### src/rtl/pwm_demod.sv
// PWM demodulator: measures period and high time of each pwm_in frame and hands them out with valid/ready.
// Optional build macro PWM_DEMOD_GLITCH_FILTER_EN inserts a 3-sample majority filter after the synchronizer.
module pwm_demod #(
  parameter int CNT_W = 12
) (
  input  logic             clk,
  input  logic             rst,
  input  logic             pwm_in,
  output logic [CNT_W-1:0] period,
  output logic [CNT_W-1:0] high_time,
  output logic             valid,
  input  logic             ready,
  output logic             overrun,
  output logic             stuck,
  output logic             stuck_level
);

  localparam logic [CNT_W-1:0] CNT_MAX = '1;
  localparam logic [CNT_W-1:0] CNT_ONE = CNT_W'(1);

  typedef enum logic [1:0] {IDLE, HIGH, LOW, STUCK} state_t;

  logic [1:0]       sync_q, sync_d;
  logic             pwm_s;
  logic             pwm_d_q, pwm_d_d;
  logic             rise, fall;

  state_t           state_q, state_d;
  logic [CNT_W-1:0] period_cnt_q, period_cnt_d;
  logic [CNT_W-1:0] high_cnt_q, high_cnt_d;
  logic [CNT_W-1:0] period_q, period_d;
  logic [CNT_W-1:0] high_time_q, high_time_d;
  logic             valid_q, valid_d;
  logic             overrun_q, overrun_d;
  logic             stuck_q, stuck_d;
  logic             stuck_level_q, stuck_level_d;
  logic             publish;

  function automatic logic [CNT_W-1:0] sat_inc(input logic [CNT_W-1:0] v);
    return (v == CNT_MAX) ? v : v + CNT_ONE;
  endfunction

  always_comb begin
    sync_d  = {sync_q[0], pwm_in};
    pwm_d_d = pwm_s;
  end

`ifdef PWM_DEMOD_GLITCH_FILTER_EN
  // Majority over the current and two previous synchronized samples drops 1-cycle pulses.
  logic [1:0] hist_q, hist_d;
  logic       maj_q, maj_d;

  always_comb begin
    hist_d = {hist_q[0], sync_q[1]};
    maj_d  = (sync_q[1] & hist_q[0]) | (sync_q[1] & hist_q[1]) | (hist_q[0] & hist_q[1]);
  end

  always_ff @(posedge clk) begin
    if (rst) begin
      hist_q <= '0;
      maj_q  <= 1'b0;
    end else begin
      hist_q <= hist_d;
      maj_q  <= maj_d;
    end
  end

  assign pwm_s = maj_q;
`else
  assign pwm_s = sync_q[1];
`endif

  assign rise = pwm_s & ~pwm_d_q;
  assign fall = ~pwm_s & pwm_d_q;

  always_comb begin
    state_d      = state_q;
    period_cnt_d = period_cnt_q;
    high_cnt_d   = high_cnt_q;
    publish      = 1'b0;

    unique case (state_q)
      IDLE: begin
        if (rise) begin
          state_d      = HIGH;
          period_cnt_d = CNT_ONE;
          high_cnt_d   = CNT_ONE;
        end else begin
          period_cnt_d = sat_inc(period_cnt_q);
          if (period_cnt_d == CNT_MAX) state_d = STUCK;
        end
      end
      HIGH, LOW: begin
        // A rise is treated the same way from HIGH as from LOW: close the frame.
        if (rise) begin
          publish      = 1'b1;
          state_d      = HIGH;
          period_cnt_d = CNT_ONE;
          high_cnt_d   = CNT_ONE;
        end else begin
          period_cnt_d = sat_inc(period_cnt_q);
          if (state_q == HIGH) begin
            if (fall) state_d = LOW;
            else      high_cnt_d = sat_inc(high_cnt_q);
          end
          if (period_cnt_d == CNT_MAX) state_d = STUCK;
        end
      end
      STUCK: begin
        if (rise) begin
          state_d      = HIGH;
          period_cnt_d = CNT_ONE;
          high_cnt_d   = CNT_ONE;
        end
      end
      default: state_d = IDLE;
    endcase
  end

  always_comb begin
    period_d    = period_q;
    high_time_d = high_time_q;
    valid_d     = valid_q;
    overrun_d   = overrun_q;
    if (publish) begin
      period_d    = period_cnt_q;
      high_time_d = high_cnt_q;
      valid_d     = 1'b1;
      if (valid_q && !ready) overrun_d = 1'b1;
    end else if (valid_q && ready) begin
      valid_d = 1'b0;
    end
    stuck_d       = (state_d == STUCK);
    stuck_level_d = (state_d == STUCK) & pwm_s;
  end

  always_ff @(posedge clk) begin
    if (rst) begin
      sync_q        <= '0;
      pwm_d_q       <= 1'b0;
      state_q       <= IDLE;
      period_cnt_q  <= '0;
      high_cnt_q    <= '0;
      period_q      <= '0;
      high_time_q   <= '0;
      valid_q       <= 1'b0;
      overrun_q     <= 1'b0;
      stuck_q       <= 1'b0;
      stuck_level_q <= 1'b0;
    end else begin
      sync_q        <= sync_d;
      pwm_d_q       <= pwm_d_d;
      state_q       <= state_d;
      period_cnt_q  <= period_cnt_d;
      high_cnt_q    <= high_cnt_d;
      period_q      <= period_d;
      high_time_q   <= high_time_d;
      valid_q       <= valid_d;
      overrun_q     <= overrun_d;
      stuck_q       <= stuck_d;
      stuck_level_q <= stuck_level_d;
    end
  end

  assign period      = period_q;
  assign high_time   = high_time_q;
  assign valid       = valid_q;
  assign overrun     = overrun_q;
  assign stuck       = stuck_q;
  assign stuck_level = stuck_level_q;

endmodule

### config.mk
export PLATFORM = sky130hd
export DESIGN_NAME = pwm_demod
export DESIGN_NICKNAME = d
export VERILOG_FILES = /design/src/rtl/pwm_demod.sv
export SDC_FILE = /design/constraint.sdc
export NUM_CORES = 1
export LEC_CHECK = 0
export ABC_AREA = 1
export BUFFER_PORTS_ARGS = -buffer_cell sky130_fd_sc_hd__buf_2
export CORE_MARGIN = 4
export CORE_UTILIZATION = 55
export CTS_CLUSTER_SIZE = 12
export DETAILED_ROUTE_END_ITERATION = 8
export PLACE_DENSITY = 0.76
export SETUP_SLACK_MARGIN = 0.15
export SLEW_MARGIN = 10
export SYNTH_ARGS = -nofsm -noshare
export SYNTH_HDL_FRONTEND = slang
export SYNTH_SLANG_ARGS = --single-unit
### constraint.sdc
create_clock -name clk -period 2.1 [get_ports clk]
set_input_delay 0.105 -clock clk [delete_from_list [all_inputs] [get_ports clk]]
set_output_delay 0.105 -clock clk [all_outputs]
set_load 0.05 [all_outputs]
==> impl_metrics.xml <==
<?xml version="1.0" encoding="UTF-8"?>
<metrics>
  <group name="outcome">
    <metric name="status" unit="">completed</metric>
  </group>
  <group name="job">
    <metric name="cap_violations" unit="">0</metric>
  </group>
  <group name="yosys">
    <metric name="most_area_hungry_cell_type_in_the_yosys_netlist" unit="">sky130_fd_sc_hd__dfxtp_1</metric>
    <metric name="syn_area" unit="um2">2740</metric>
    <metric name="ys_ff_latch" unit="">57</metric>
    <metric name="post_synth.cell_area_avg" unit="um2">7.06</metric>
    <metric name="postSynthNetCount" unit="">397</metric>
    <metric name="yosysUniqueCellTypes" unit="">31</metric>
    <metric name="synth_top_area_share" unit="">0.417</metric>
    <metric name="seq_area_frac_synth" unit="">0.417</metric>
    <metric name="postSynthCellCount" unit="">388</metric>
    <metric name="netlist_top_cells_area" unit="">sky130_fd_sc_hd__dfxtp_1 42%, sky130_fd_sc_hd__nand2_1 14%, sky130_fd_sc_hd__a21oi_1 7.3%, sky130_fd_sc_hd__nor2_1 5.9%, sky130_fd_sc_hd__o21ai_0 5.5%</metric>
    <metric name="synth-warning-count" unit="">0</metric>
  </group>
  <group name="detailed_routing">
    <metric name="drcViolationCount" unit="">0</metric>
    <metric name="detailroute.via_count" unit="">2707</metric>
    <metric name="drt-pass1-iter-count" unit="">4</metric>
    <metric name="detail_route.wl_per_cell" unit="um">13.6</metric>
    <metric name="avgViaCountPerCell" unit="">5.33</metric>
    <metric name="drt_iter0_markers" unit="">217</metric>
    <metric name="totalWireLength" unit="um">6910</metric>
    <metric name="detail-route-antenna-nets" unit="">0</metric>
  </group>
  <group name="place">
    <metric name="gpl.final_weighted_congestion" unit="">0.912</metric>
    <metric name="place_hpwl" unit="um">4500</metric>
    <metric name="place_inst" unit="">484</metric>
    <metric name="io_buffers" unit="">31</metric>
  </group>
  <group name="sta">
    <metric name="max_slew_margin" unit="">0.650</metric>
    <metric name="clock.fmax" unit="MHz">521</metric>
    <metric name="grt_setup_unrepaired" unit="">true</metric>
    <metric name="timing.final.hold_violations" unit="">0</metric>
    <metric name="period_share" unit="">0.914</metric>
    <metric name="timing.setup.tns" unit="ns">0</metric>
    <metric name="timing_worst_slew_pin_value" unit="ns">0.525</metric>
    <metric name="final-setup-viol-count" unit="">0</metric>
    <metric name="final.min_clock_period" unit="ns">1.92</metric>
    <metric name="finalClockSkew" unit="ns">0.00591</metric>
    <metric name="timing_max_transition_violations_final" unit="">0</metric>
  </group>
  <group name="critical_path">
    <metric name="worstPathCellList" unit="">ha_4 &gt; nand2_4 &gt; nor2_4 &gt; nand3_4 &gt; nand2_2 &gt; inv_2 &gt; nor2_2 &gt; nand3_1 &gt; nor2_1 &gt; nand2_1 &gt; a21oi_4 &gt; nand3_2 &gt; nor2_2</metric>
    <metric name="worstPathArrival" unit="ns">2.20</metric>
    <metric name="critical_path_peak_fanout" unit="">7</metric>
    <metric name="worst_path_max_delay_cell" unit="">sky130_fd_sc_hd__dfxtp_2</metric>
    <metric name="critPathKind" unit="">flip-flop to flip-flop</metric>
    <metric name="sort_of_element_at_the_end_of_the_critical_path" unit="">flip-flop</metric>
    <metric name="critical_path.most_common_cell" unit="">sky130_fd_sc_hd__nor2_2</metric>
    <metric name="timing.critical_path.from_type" unit="">flip-flop</metric>
    <metric name="timing.critical_path.buf_inv" unit="">1</metric>
    <metric name="cp_slowest_stage_delay" unit="ns">0.35</metric>
    <metric name="required" unit="ns">2.38</metric>
    <metric name="worst_path_dominant_cell_family" unit="">simple AND/OR/NAND/NOR gates</metric>
    <metric name="r2r_setup_slack" unit="ns">0.18</metric>
  </group>
  <group name="hold_path">
    <metric name="timing.hold.worst.class" unit="">primary input to flip-flop</metric>
  </group>
  <group name="power">
    <metric name="power_density" unit="nW/um2">938</metric>
    <metric name="worst_ir_drop_vdd" unit="uV">527</metric>
    <metric name="finalPower" unit="W">0.00319</metric>
    <metric name="p_leak" unit="nW">1.45</metric>
  </group>
  <group name="floorplan">
    <metric name="core.rowCount" unit="">25</metric>
    <metric name="fp.dieH" unit="um">78.6</metric>
    <metric name="die_w" unit="um">78.6</metric>
    <metric name="floorplan_die_area" unit="um2">6170</metric>
    <metric name="start_util" unit="">0.572</metric>
    <metric name="design.core.area" unit="um2">4790</metric>
    <metric name="ios" unit="">32</metric>
  </group>
  <group name="grt">
    <metric name="global_route_wire_length_before_repair" unit="um">11000</metric>
    <metric name="first_global_vias" unit="">2404</metric>
    <metric name="pin_count_of_the_biggest_net_entering_global_routing" unit="">22</metric>
    <metric name="met3_track_demand_over_resource_in_global_routing" unit="">0.0447</metric>
    <metric name="globalRoute.busiestLayer" unit="">met2</metric>
    <metric name="grt.total_usage" unit="">0.229</metric>
    <metric name="grt_antenna_before_repair" unit="">0</metric>
    <metric name="globalRoute.totalOverflow" unit="">0</metric>
    <metric name="grt_use_met1" unit="">0.320</metric>
    <metric name="global_routing_usage_on_met2" unit="">0.323</metric>
  </group>
  <group name="clock_network">
    <metric name="cts.root.buffer_cell" unit="">sky130_fd_sc_hd__clkbuf_8</metric>
    <metric name="clock_tree_from_tritoncts" unit="">built</metric>
    <metric name="numCtsBuffers" unit="">9</metric>
    <metric name="ctsLongestPathBuffers" unit="">2</metric>
    <metric name="worst_skew_pair.late_latency" unit="ns">0.34</metric>
    <metric name="cts_sinks" unit="">57</metric>
    <metric name="clk_pin_slew_worst_paths" unit="ns">0.07</metric>
    <metric name="deepest_level_of_the_cts_h_tree" unit="">3</metric>
  </group>
  <group name="layout">
    <metric name="area_growth" unit="%">24.1</metric>
    <metric name="filler_cell_count" unit="">382</metric>
    <metric name="nets" unit="">446</metric>
    <metric name="stdcell_count" unit="">508</metric>
    <metric name="antenna-diode-count" unit="">0</metric>
    <metric name="post_route_cells_drive_above_1_share" unit="">0.243</metric>
  </group>
</metrics>
==> cell usage after synthesis, drive strengths merged <==
library cell,count
nor2,52
xnor2,1
ha,5
clkbuf,10
nand3,19
o31ai,1
a211oi,2
dfxtp,57
nand2,102
nand4,9
clkinv,1
o21bai,7
buf,2
a31oi,1
nor3,5
a21oi,41
o211ai,1
xor2,2
o21ai,31
inv,39
==> worst reg2reg max path, cell delays in order, from the launching register on <==
cell	delay (ns)
sky130_fd_sc_hd__dfxtp_2	0.35
sky130_fd_sc_hd__ha_4	0.16
sky130_fd_sc_hd__nand2_4	0.09
sky130_fd_sc_hd__nor2_4	0.20
sky130_fd_sc_hd__nand3_4	0.17
sky130_fd_sc_hd__nand2_2	0.12
sky130_fd_sc_hd__inv_2	0.04
sky130_fd_sc_hd__nor2_2	0.08
sky130_fd_sc_hd__nand3_1	0.06
sky130_fd_sc_hd__nor2_1	0.12
sky130_fd_sc_hd__nand2_1	0.11
sky130_fd_sc_hd__a21oi_4	0.18
sky130_fd_sc_hd__nand3_2	0.10
sky130_fd_sc_hd__nor2_2	0.07
==> final timing paths <==
check | startpoint | end | cells past startpoint
hold reg to reg | sync_q[0]$_SDFF_PP0_ | sync_q[1]$_SDFF_PP0_ | 2
setup reg to reg | period_cnt_q[1]$_SDFFE_PP0P_ | stuck_level$_SDFF_PP0_ | 13
hold / removal | ready | valid$_SDFFE_PP0P_ | 4
setup / recovery | period_cnt_q[1]$_SDFFE_PP0P_ | stuck_level$_SDFF_PP0_ | 13
==> where the power goes <==
part / internal [W] / total [W] / switching [W]
registers: 0.00117 / 0.00123 / 0.0000612
logic: 0.000289 / 0.000917 / 0.000628
clock network: 0.000602 / 0.00104 / 0.000436
==> repair_timing <==
action / CTS / global route
setup endpoints to repair: 12 / 15
pin swaps: 1 / 13
cloned: 0 / 0
hold endpoints to repair: 1 / 0
gates resized for setup: 4 / 37
buffers inserted: 0 / 8
hold buffers: 1 / 0
==> kinds of logic (layout without fill, tap and decap cells) <==
kind of cell / Yosys count / after routing / share of synthesized area
adders and majority gates: 5 / 5 / 0.0228
buffers and inverters: 52 / 105 / 0.0745
DFF: 57 / 57 / 0.417
and+or+nand+nor: 187 / 187 / 0.308
AOI/OAI and AO/OA: 84 / 84 / 0.168
xor gates and xnor gates: 3 / 3 / 0.00960
==> per-stage QoR <==
stage / hold slack (ns) / area, um2 / util / setup slack, ns
after floorplan: 0.183 / 2740 / - / 0.333
after global placement: 0.315 / 3000 / 0.627 / 0.156
after detailed placement: 0.334 / 3000 / 0.627 / 0.0199
after CTS: 0.0194 / 3220 / 0.673 / 0.151
after global routing: 0.0383 / 3400 / 0.710 / 0.0489
final: 0.0355 / 3400 / 0.710 / 0.182
==> flip-flops by register name, indices dropped and copies added, names as in the netlist <==
name,cells
sync_q,2
period_cnt_q,12
high_time,12
valid,1
period,12
overrun,1
stuck_level,1
pwm_d_q,1
high_cnt_q,12
stuck,1
state_q,2
==> layout by cell type, fill, tap and decap left out, types with 3 or more instances in the layout <==
cell / n
sky130_fd_sc_hd__nand3_1: 15
sky130_fd_sc_hd__nor2_4: 8
sky130_fd_sc_hd__dfxtp_1: 50
sky130_fd_sc_hd__nor3_2: 3
sky130_fd_sc_hd__nor2_1: 41
sky130_fd_sc_hd__o21ai_0: 30
sky130_fd_sc_hd__nand2_1: 89
sky130_fd_sc_hd__buf_4: 17
sky130_fd_sc_hd__clkbuf_8: 11
sky130_fd_sc_hd__nor2_2: 3
sky130_fd_sc_hd__a21oi_1: 40
sky130_fd_sc_hd__dfxtp_2: 5
sky130_fd_sc_hd__ha_1: 3
sky130_fd_sc_hd__inv_1: 36
sky130_fd_sc_hd__buf_2: 31
sky130_fd_sc_hd__nand2_2: 10
sky130_fd_sc_hd__nand4_1: 9
sky130_fd_sc_hd__o21bai_1: 7
==> cell type report <==
type / instances / area [um2] / share of cell area
Sequential cell: 57 / 1150 / 0.340
Multi-Input combinational cell: 279 / 1500 / 0.442
Timing Repair Buffer: 50 / 304 / 0.0895
Clock inverter: 3 / 40.0 / 0.0118
Inverter: 40 / 158 / 0.0464
Clock buffer: 12 / 155 / 0.0457
Tap cell: 67 / 83.8 / 0.0247
==> layer usage <==
| layer | wire (um) | part of all wire | vias up |
|---|---|---|---|
| li1 | - | - | 1362 |
| met1 | 3320 | 0.48 | 1233 |
| met2 | 3040 | 0.44 | 100 |
| met3 | 417 | 0.060 | 12 |
| met4 | 125 | 0.018 | 0 |
| met5 | 0 | 0 | - |
No activity file was read; power rests on OpenSTA's default activity.
